`src/rtl/div4_pkg.sv`:
```
// Shared types and constants for the 4-bit sequential restoring divider.
package div4_pkg;
    typedef enum logic [1:0] {
        IDLE = 2'd0,
        RUN  = 2'd1,
        DONE = 2'd2
    } state_t;

    localparam int         ITER          = 4;
    localparam logic [3:0] ZERO_QUOT_DEF = 4'hF;
endpackage

```
`src/rtl/sub4_core.sv`:
```
// 4-bit ripple subtractor a - b as a + ~b + 1; carry=1 means no borrow (a >= b).
module sub4_core (
    input  logic [3:0] a,
    input  logic [3:0] b,
    output logic [3:0] diff,
    output logic       carry
);
    logic [4:0] c;
    logic [3:0] bn;

    assign bn   = ~b;
    assign c[0] = 1'b1;

    for (genvar i = 0; i < 4; i++) begin : g_fa
        assign diff[i]  = a[i] ^ bn[i] ^ c[i];
        assign c[i+1]   = (a[i] & bn[i]) | (c[i] & (a[i] ^ bn[i]));
    end

    assign carry = c[4];
endmodule

```
`src/rtl/div4_seq_ctrl.sv`:
```
// Sequential restoring divider: one shared subtractor, one quotient bit per RUN cycle,
// start/done handshake, divide-by-zero short-circuits straight to DONE.
module div4_seq_ctrl
    import div4_pkg::*;
#(
    parameter int               WIDTH     = 4,
    parameter logic [WIDTH-1:0] ZERO_QUOT = ZERO_QUOT_DEF
) (
    input  logic             clk,
    input  logic             rst_n,
    input  logic             start,
    input  logic [WIDTH-1:0] dividend,
    input  logic [WIDTH-1:0] divisor,
    output logic             busy,
    output logic             done,
    output logic [WIDTH-1:0] quotient,
    output logic [WIDTH-1:0] remainder,
    output logic             div_zero
);
    localparam int         CW   = $clog2(ITER);
    localparam logic [CW-1:0] LAST = CW'(ITER - 1);

    state_t           state, nxt;
    logic [CW-1:0]    cnt;
    logic [WIDTH-1:0] q_reg, d_reg;
    // Partial remainder before the last iteration is below 2^3, so only three
    // bits are kept between iterations; the full 4-bit value goes straight out.
    logic [WIDTH-2:0] r_reg;
    logic [WIDTH-1:0] p, diff, q_nxt, r_nxt;
    logic             carry;

    assign p     = {r_reg, q_reg[WIDTH-1]};
    assign q_nxt = {q_reg[WIDTH-2:0], carry};
    assign r_nxt = carry ? diff : p;

    sub4_core u_sub (
        .a     (p),
        .b     (d_reg),
        .diff  (diff),
        .carry (carry)
    );

    always_ff @(posedge clk) begin
        if (!rst_n) state <= IDLE;
        else        state <= nxt;
    end

    always_comb begin
        nxt = state;
        case (state)
            IDLE, DONE: begin
                if (start) nxt = (divisor == '0) ? DONE : RUN;
                else       nxt = IDLE;
            end
            RUN:     if (cnt == LAST) nxt = DONE;
            default: nxt = IDLE;
        endcase
    end

    always_comb begin
        busy = (state == RUN);
        done = (state == DONE);
    end

    always_ff @(posedge clk) begin
        if (!rst_n) begin
            cnt       <= '0;
            q_reg     <= '0;
            d_reg     <= '0;
            r_reg     <= '0;
            quotient  <= '0;
            remainder <= '0;
            div_zero  <= 1'b0;
        end else begin
            case (state)
                IDLE, DONE: begin
                    if (start) begin
                        if (divisor == '0) begin
                            quotient  <= ZERO_QUOT;
                            remainder <= dividend;
                            div_zero  <= 1'b1;
                        end else begin
                            q_reg    <= dividend;
                            d_reg    <= divisor;
                            r_reg    <= '0;
                            cnt      <= '0;
                            div_zero <= 1'b0;
                        end
                    end
                end
                RUN: begin
                    q_reg <= q_nxt;
                    r_reg <= r_nxt[WIDTH-2:0];
                    cnt   <= cnt + 1'b1;
                    if (cnt == LAST) begin
                        quotient  <= q_nxt;
                        remainder <= r_nxt;
                    end
                end
                default: ;
            endcase
        end
    end
endmodule

```
`config.mk`:
```
export PLATFORM = sky130hd
export DESIGN_NAME = div4_seq_ctrl
export DESIGN_NICKNAME = d
export VERILOG_FILES = /design/src/rtl/div4_pkg.sv /design/src/rtl/sub4_core.sv /design/src/rtl/div4_seq_ctrl.sv
export SDC_FILE = /design/constraint.sdc
export NUM_CORES = 1
export LEC_CHECK = 0
export BUFFER_PORTS_ARGS = -buffer_cell sky130_fd_sc_hd__buf_2
export CAP_MARGIN = 20
export CORE_MARGIN = 3
export CORE_UTILIZATION = 40
export DETAILED_ROUTE_END_ITERATION = 16
export SLEW_MARGIN = 25
export SYNTH_ARGS = -nofsm -noshare
export SYNTH_HDL_FRONTEND = slang
export SYNTH_SLANG_ARGS = --single-unit
```
`constraint.sdc`:
```
create_clock -name clk -period 3.3 [get_ports clk]
set_input_delay 0 -clock clk [delete_from_list [all_inputs] [get_ports clk]]
set_output_delay 0 -clock clk [all_outputs]
set_load 0.05 [all_outputs]
```
## Word-level counts from Yosys, hierarchy flattened

Index checks and enable logic that the tools add are counted.

- Register bits after elaboration: 24
- Bits of input ports: 11
- Output and inout port bits: 11
- Logic and storage cells: 68

- Add/sub/neg operators: 1
- Equal/unequal tests: 7
- Multiplexer cells: 23
- Bitwise logic cells: 21
- Reduce and logical (&&, ||, !) cells: 8

Operators by type and width:

| kind | number |
|---|---|
| 4-bit two-way mux | 9 |
| 4-bit case mux with 2 select lines | 3 |
| 2-bit two-way mux | 5 |
| 2-bit case mux with 2 select lines | 2 |
| 1-bit AND | 7 |
| 1-bit XOR | 7 |
| 3-bit two-way mux | 2 |
| 2-bit inequality test (second input constant) | 3 |
| 3-bit case mux with 2 select lines | 1 |
| 3-bit AND reduction | 2 |
| 2-bit == test (second input constant) | 2 |
| 4-bit zero test | 1 |
| 4-bit NOT | 1 |
| 1-bit OR | 4 |
| 4-bit AND reduction | 1 |
| 2-bit by 1-bit adder with 2-bit output (second input constant) | 1 |
| 2-bit by 1-bit == test with 1-bit output (second input constant) | 1 |
| 2-bit zero test | 1 |
| 2-bit by 1-bit inequality test with 1-bit output (second input constant) | 1 |
| 1-bit NOT | 2 |
| 2-bit AND reduction | 1 |
| 2-bit nonzero test | 1 |
| 2-bit OR reduction | 1 |
| 1-bit two-way mux | 1 |

## Longest topological paths before layout

- Depth in word-level cells: 12
- Depth in mapped cells: 12

## By module

Synthesis repeated with hierarchy kept, for this count alone.

- Cells, all modules: 140
- Area, all modules: 1,222.4 um^2

By module, submodules not included:

| module | instances | cells an instance | area an instance (um^2) | sequential area each (um^2) |
|---|---|---|---|---|
| div4_seq_ctrl | 1 | 127 | 1,116.1 | 480.5 |
| sub4_core | 1 | 13 | 106.4 | 0.0 |

## Worst setup path before layout

Ideal clock, no wire load.

- Path type: flip-flop to flip-flop
- Start point: register q_reg[3]
- End point: register remainder[1]
- Library setup time: 0.122 ns
- Arrival time: 2.191 ns
- Required time: 3.178 ns
- Slack: 0.987 ns
- Stages on the path, launching flop included: 13
- Path buffers: 1
- Path through: dfxtp_1 inv_1 ha_1 inv_1 fa_1 inv_1 fa_1 inv_1 fa_1 clkbuf_1 mux2_1 a32oi_1 a21oi_1

- Longest elaborated chain between the ends: 11

Ends and longest elaborated chain:

| item | line | source |
|---|---|---|
| start: declaration | div4_seq_ctrl.sv:25 | `logic [WIDTH-1:0] q_reg, d_reg;` |
| start signal: assignment | div4_seq_ctrl.sv:83 | `q_reg <= dividend;` |
| start signal: assignment | div4_seq_ctrl.sv:92 | `q_reg <= q_nxt;` |
| 1-bit AND or 1-bit XOR (tied branches) | sub4_core.sv:16 | `assign c[i+1] = (a[i] & bn[i]) \| (c[i] & (a[i] ^ bn[i]));` |
| 1-bit OR (*) | sub4_core.sv:16 |  |
| 1-bit AND | sub4_core.sv:16 |  |
| 1-bit OR | sub4_core.sv:16 |  |
| 1-bit AND | sub4_core.sv:16 |  |
| 1-bit OR | sub4_core.sv:16 |  |
| 1-bit AND | sub4_core.sv:16 |  |
| 1-bit OR | sub4_core.sv:16 |  |
| 4-bit two-way mux (*) | div4_seq_ctrl.sv:34 | `assign r_nxt = carry ? diff : p;` |
| 4-bit two-way mux (*) | div4_seq_ctrl.sv:95 | `if (cnt == LAST) begin` |
| 4-bit case mux with 2 select lines (*) | div4_seq_ctrl.sv:75 | `case (state)` |
| end signal: assignment | div4_seq_ctrl.sv:80 | `remainder <= dividend;` |
| end signal: assignment | div4_seq_ctrl.sv:97 | `remainder <= r_nxt;` |
| end: declaration | div4_seq_ctrl.sv:17 | `output logic [WIDTH-1:0] remainder,` |

Every way passes the cells marked *; elsewhere a longest branch is shown, timed or not. The select of a mux whose other input is x is not followed.
A chain may end at the register's enable or synchronous reset.

## Final worst setup path

Ends and elaborated chain as after synthesis.

==> impl_metrics.json <==
{
  "crit_fanout": 9,
  "grt_use_total_pct": 17.2,
  "cap_viol_max_count": 0,
  "crit_required_ns": 3.49,
  "grt_max_degree": 19,
  "holdWs_ns": 0.00309,
  "status": "complete, no violations",
  "yosys.area.top_type": "dfxtp_1",
  "crit_slowest_cell": "fa_1",
  "antenna_found_initial": 0,
  "tns_ns": 0,
  "final_nets": 175,
  "grt-ovfl-total": 0,
  "viasPerCell": 5.30,
  "startpoint_type": "flip-flop",
  "rsz0062_at_grt": "no",
  "internal-power_uw": 396,
  "max_stage_delay_ns": 0.51,
  "syn_area_per_cell_um2": 9.24,
  "fin_worst_skew_ns": 0.00551,
  "dr.pass1.iters": 4,
  "die_h_um": 62.0,
  "synth-seq-cells": 24,
  "setup_violations": 0,
  "critPathKind": "flip-flop to flip-flop",
  "ios": 22,
  "cts_num_sinks": 24,
  "core_area_um2": 2880,
  "yosysSeqAreaShare_pct": 38.2,
  "num_antenna_cells": 0,
  "crit_arrival_ns": 2.68,
  "floorplan.initialDensity_pct": 43.7,
  "slew_viol_final": 0,
  "netlist_instances": 136,
  "slew_headroom_pct": 36.9,
  "path_delay_family": "adder cells",
  "pwr-share-comb_pct": 22.9,
  "vdd_drop_max_v": 0.000224,
  "first_iter_violations": 74,
  "fin_crit_ns": 2.49,
  "globalplace.congestion": 0.841,
  "total_power_uw": 578,
  "grt_use_met1_pct": 24.7,
  "drc_errors": 0,
  "tightest_slew_ns": 0.944,
  "path_cells": "inv_1 > ha_1 > inv_1 > fa_1 > inv_1 > fa_1 > inv_1 > fa_1 > mux2_1 > a32oi_1 > a21oi_1",
  "power_density_nw_per_um2": 401,
  "clock_latency_ns": 0.31,
  "cts_tree": "done",
  "ant_nets": 0,
  "p_switching_uw": 182,
  "top_usage_layer": "met2",
  "drive_above_1_share_pct": 29.9,
  "clock_power_share_pct": 22.1,
  "cts_buffers": 3,
  "cts-htree-levels": 1,
  "dieArea_um2": 3850,
  "period_share_pct": 75.4,
  "hpwlAfterDp_um": 2090,
  "wl_um": 2890,
  "use_met2_pct": 26.0,
  "critPathMostFrequentCell": "inv_1",
  "synth_area_um2": 1260,
  "p_leak_uw": 0.000552,
  "use_met3_pct": 4.34,
  "clock_path_buffers": 2,
  "syn2layout_area_growth_pct": 14.6,
  "grt_pass1_wl_um": 4820,
  "design_area_um2": 1440,
  "std_cell_rows": 19,
  "synth-async-reset-ratio_pct": 0,
  "synth_nets": 152,
  "yosysWarnings": 0,
  "hold_viol_final": 0,
  "wl_per_cell_um": 14.5,
  "synth_edf_count": 0,
  "synth_top_flop_cell": "dfxtp_1",
  "dr_total_vias": 1055,
  "p_seq_share_pct": 55.0,
  "synth.distinct_cells": 36,
  "path_buf_inv": 4,
  "yosysMostFrequentCell": "dfxtp_1",
  "crit_path_end_kind": "flip-flop",
  "swShare_pct": 31.5,
  "root_buffer": "clkbuf_4",
  "synth_top_cells_by_count": "dfxtp_1, nand2_1, a21oi_1",
  "first_global_vias": 971,
  "hold_path.class": "primary input to flip-flop",
  "ctsResizeCount": 0,
  "port_buffers": 21,
  "post_dp_cell_area_um2": 1360,
  "die_w_um": 62.0,
  "synth_top_area_share_pct": 38.2,
  "synth.area.top_cells": "dfxtp_1, a21oi_2, fa_1",
  "fmax_ghz": 0.402,
  "clkTransAtPathRegs_ns": 0.13
}
==> worst min-delay path, delay by kind of cell <==
| family | cells | cell delay (ns) |
|---|---|---|
| compound gates | 1 | 0.12 |
| simple gates | 1 | 0.06 |
| buf+inv | 1 | 0.10 |
==> cell usage in the layout, fill, tap and decap left out <==
cell / n
nor2_1: 8
o211ai_2: 2
and3b_1: 1
a211oi_1: 3
a311oi_1: 3
o21ai_2: 4
nand2b_2: 1
or4_4: 1
ha_1: 2
nand2_2: 1
nor2b_1: 3
a32oi_1: 1
a211oi_2: 3
dlygate4sd3_1: 6
nand2_4: 1
clkbuf_4: 3
buf_4: 1
a21oi_1: 10
o211ai_1: 6
dfxtp_1: 24
buf_2: 21
fa_1: 3
inv_2: 1
o2111ai_1: 1
o31ai_1: 1
nand2_1: 11
inv_1: 8
nand3b_1: 1
nor3_1: 4
o21ai_1: 1
mux2_1: 1
a21oi_2: 7
nand2b_1: 3
o21ai_0: 9
nor4_4: 1
==> cells by family after synthesis <==
logic type / count (synthesis) / share of synthesized area [%]
fa+ha+maj: 5 / 6.77
compound gates: 51 / 30.1
simple gates: 36 / 16.2
flops: 24 / 38.2
mux: 1 / 0.896
buf+inv: 19 / 7.77
==> through the flow <==
| step | instances | util [%] | setup WS, ns |
|---|---|---|---|
| 2_1_floorplan | 136 | - | 0.987 |
| 3_3_place_gp | 190 | 47.2 | 0.923 |
| 3_5_place_dp | 190 | 47.2 | 0.848 |
| 4_1_cts | 199 | 50.1 | 0.840 |
| 5_1_grt | 199 | 50.1 | 0.659 |
| 6_report | 199 | 50.1 | 0.813 |
==> final cells by class <==
class | count | area [um^2]
clock buffer | 3 | 22.5
fill | 285 | 1440
inverter | 9 | 33.8
multi-input combinational | 93 | 678
sequential | 24 | 480
tap | 42 | 52.6
timing repair buffer | 28 | 173
==> power by group through the flow <==
stage	Clock [uW]	Sequential [uW]	Combinational [uW]
floorplan	0	329	92.4
global placement	0	324	124
detailed placement	0	325	127
CTS	130	318	133
global route	145	320	147
finish	127	318	132
==> worst paths after layout <==
| kind | endpoint | cells past startpoint | slack, ns | start |
|---|---|---|---|---|
| min reg2reg | d_reg[1] | 2 | 0.48 | d_reg[1] |
| min | q_reg[1] | 3 | 0.003 | dividend[1] |
| max reg2reg | remainder[1] | 11 | 0.81 | q_reg[3] |
| max | remainder[1] | 11 | 0.81 | q_reg[3] |
==> routing by layer <==
metal,vias up,part of all wire (%)
li1,527,-
met1,493,49
met2,35,45
met3,0,5.6
met4,0,0
met5,-,0
==> what timing repair did <==
action | in CTS | in global routing
hold buffers | 6 | 0
setup buffers | 0 | 0
endpoints found under the hold margin | 7 | 0
(Power assumes the default switching activity.)
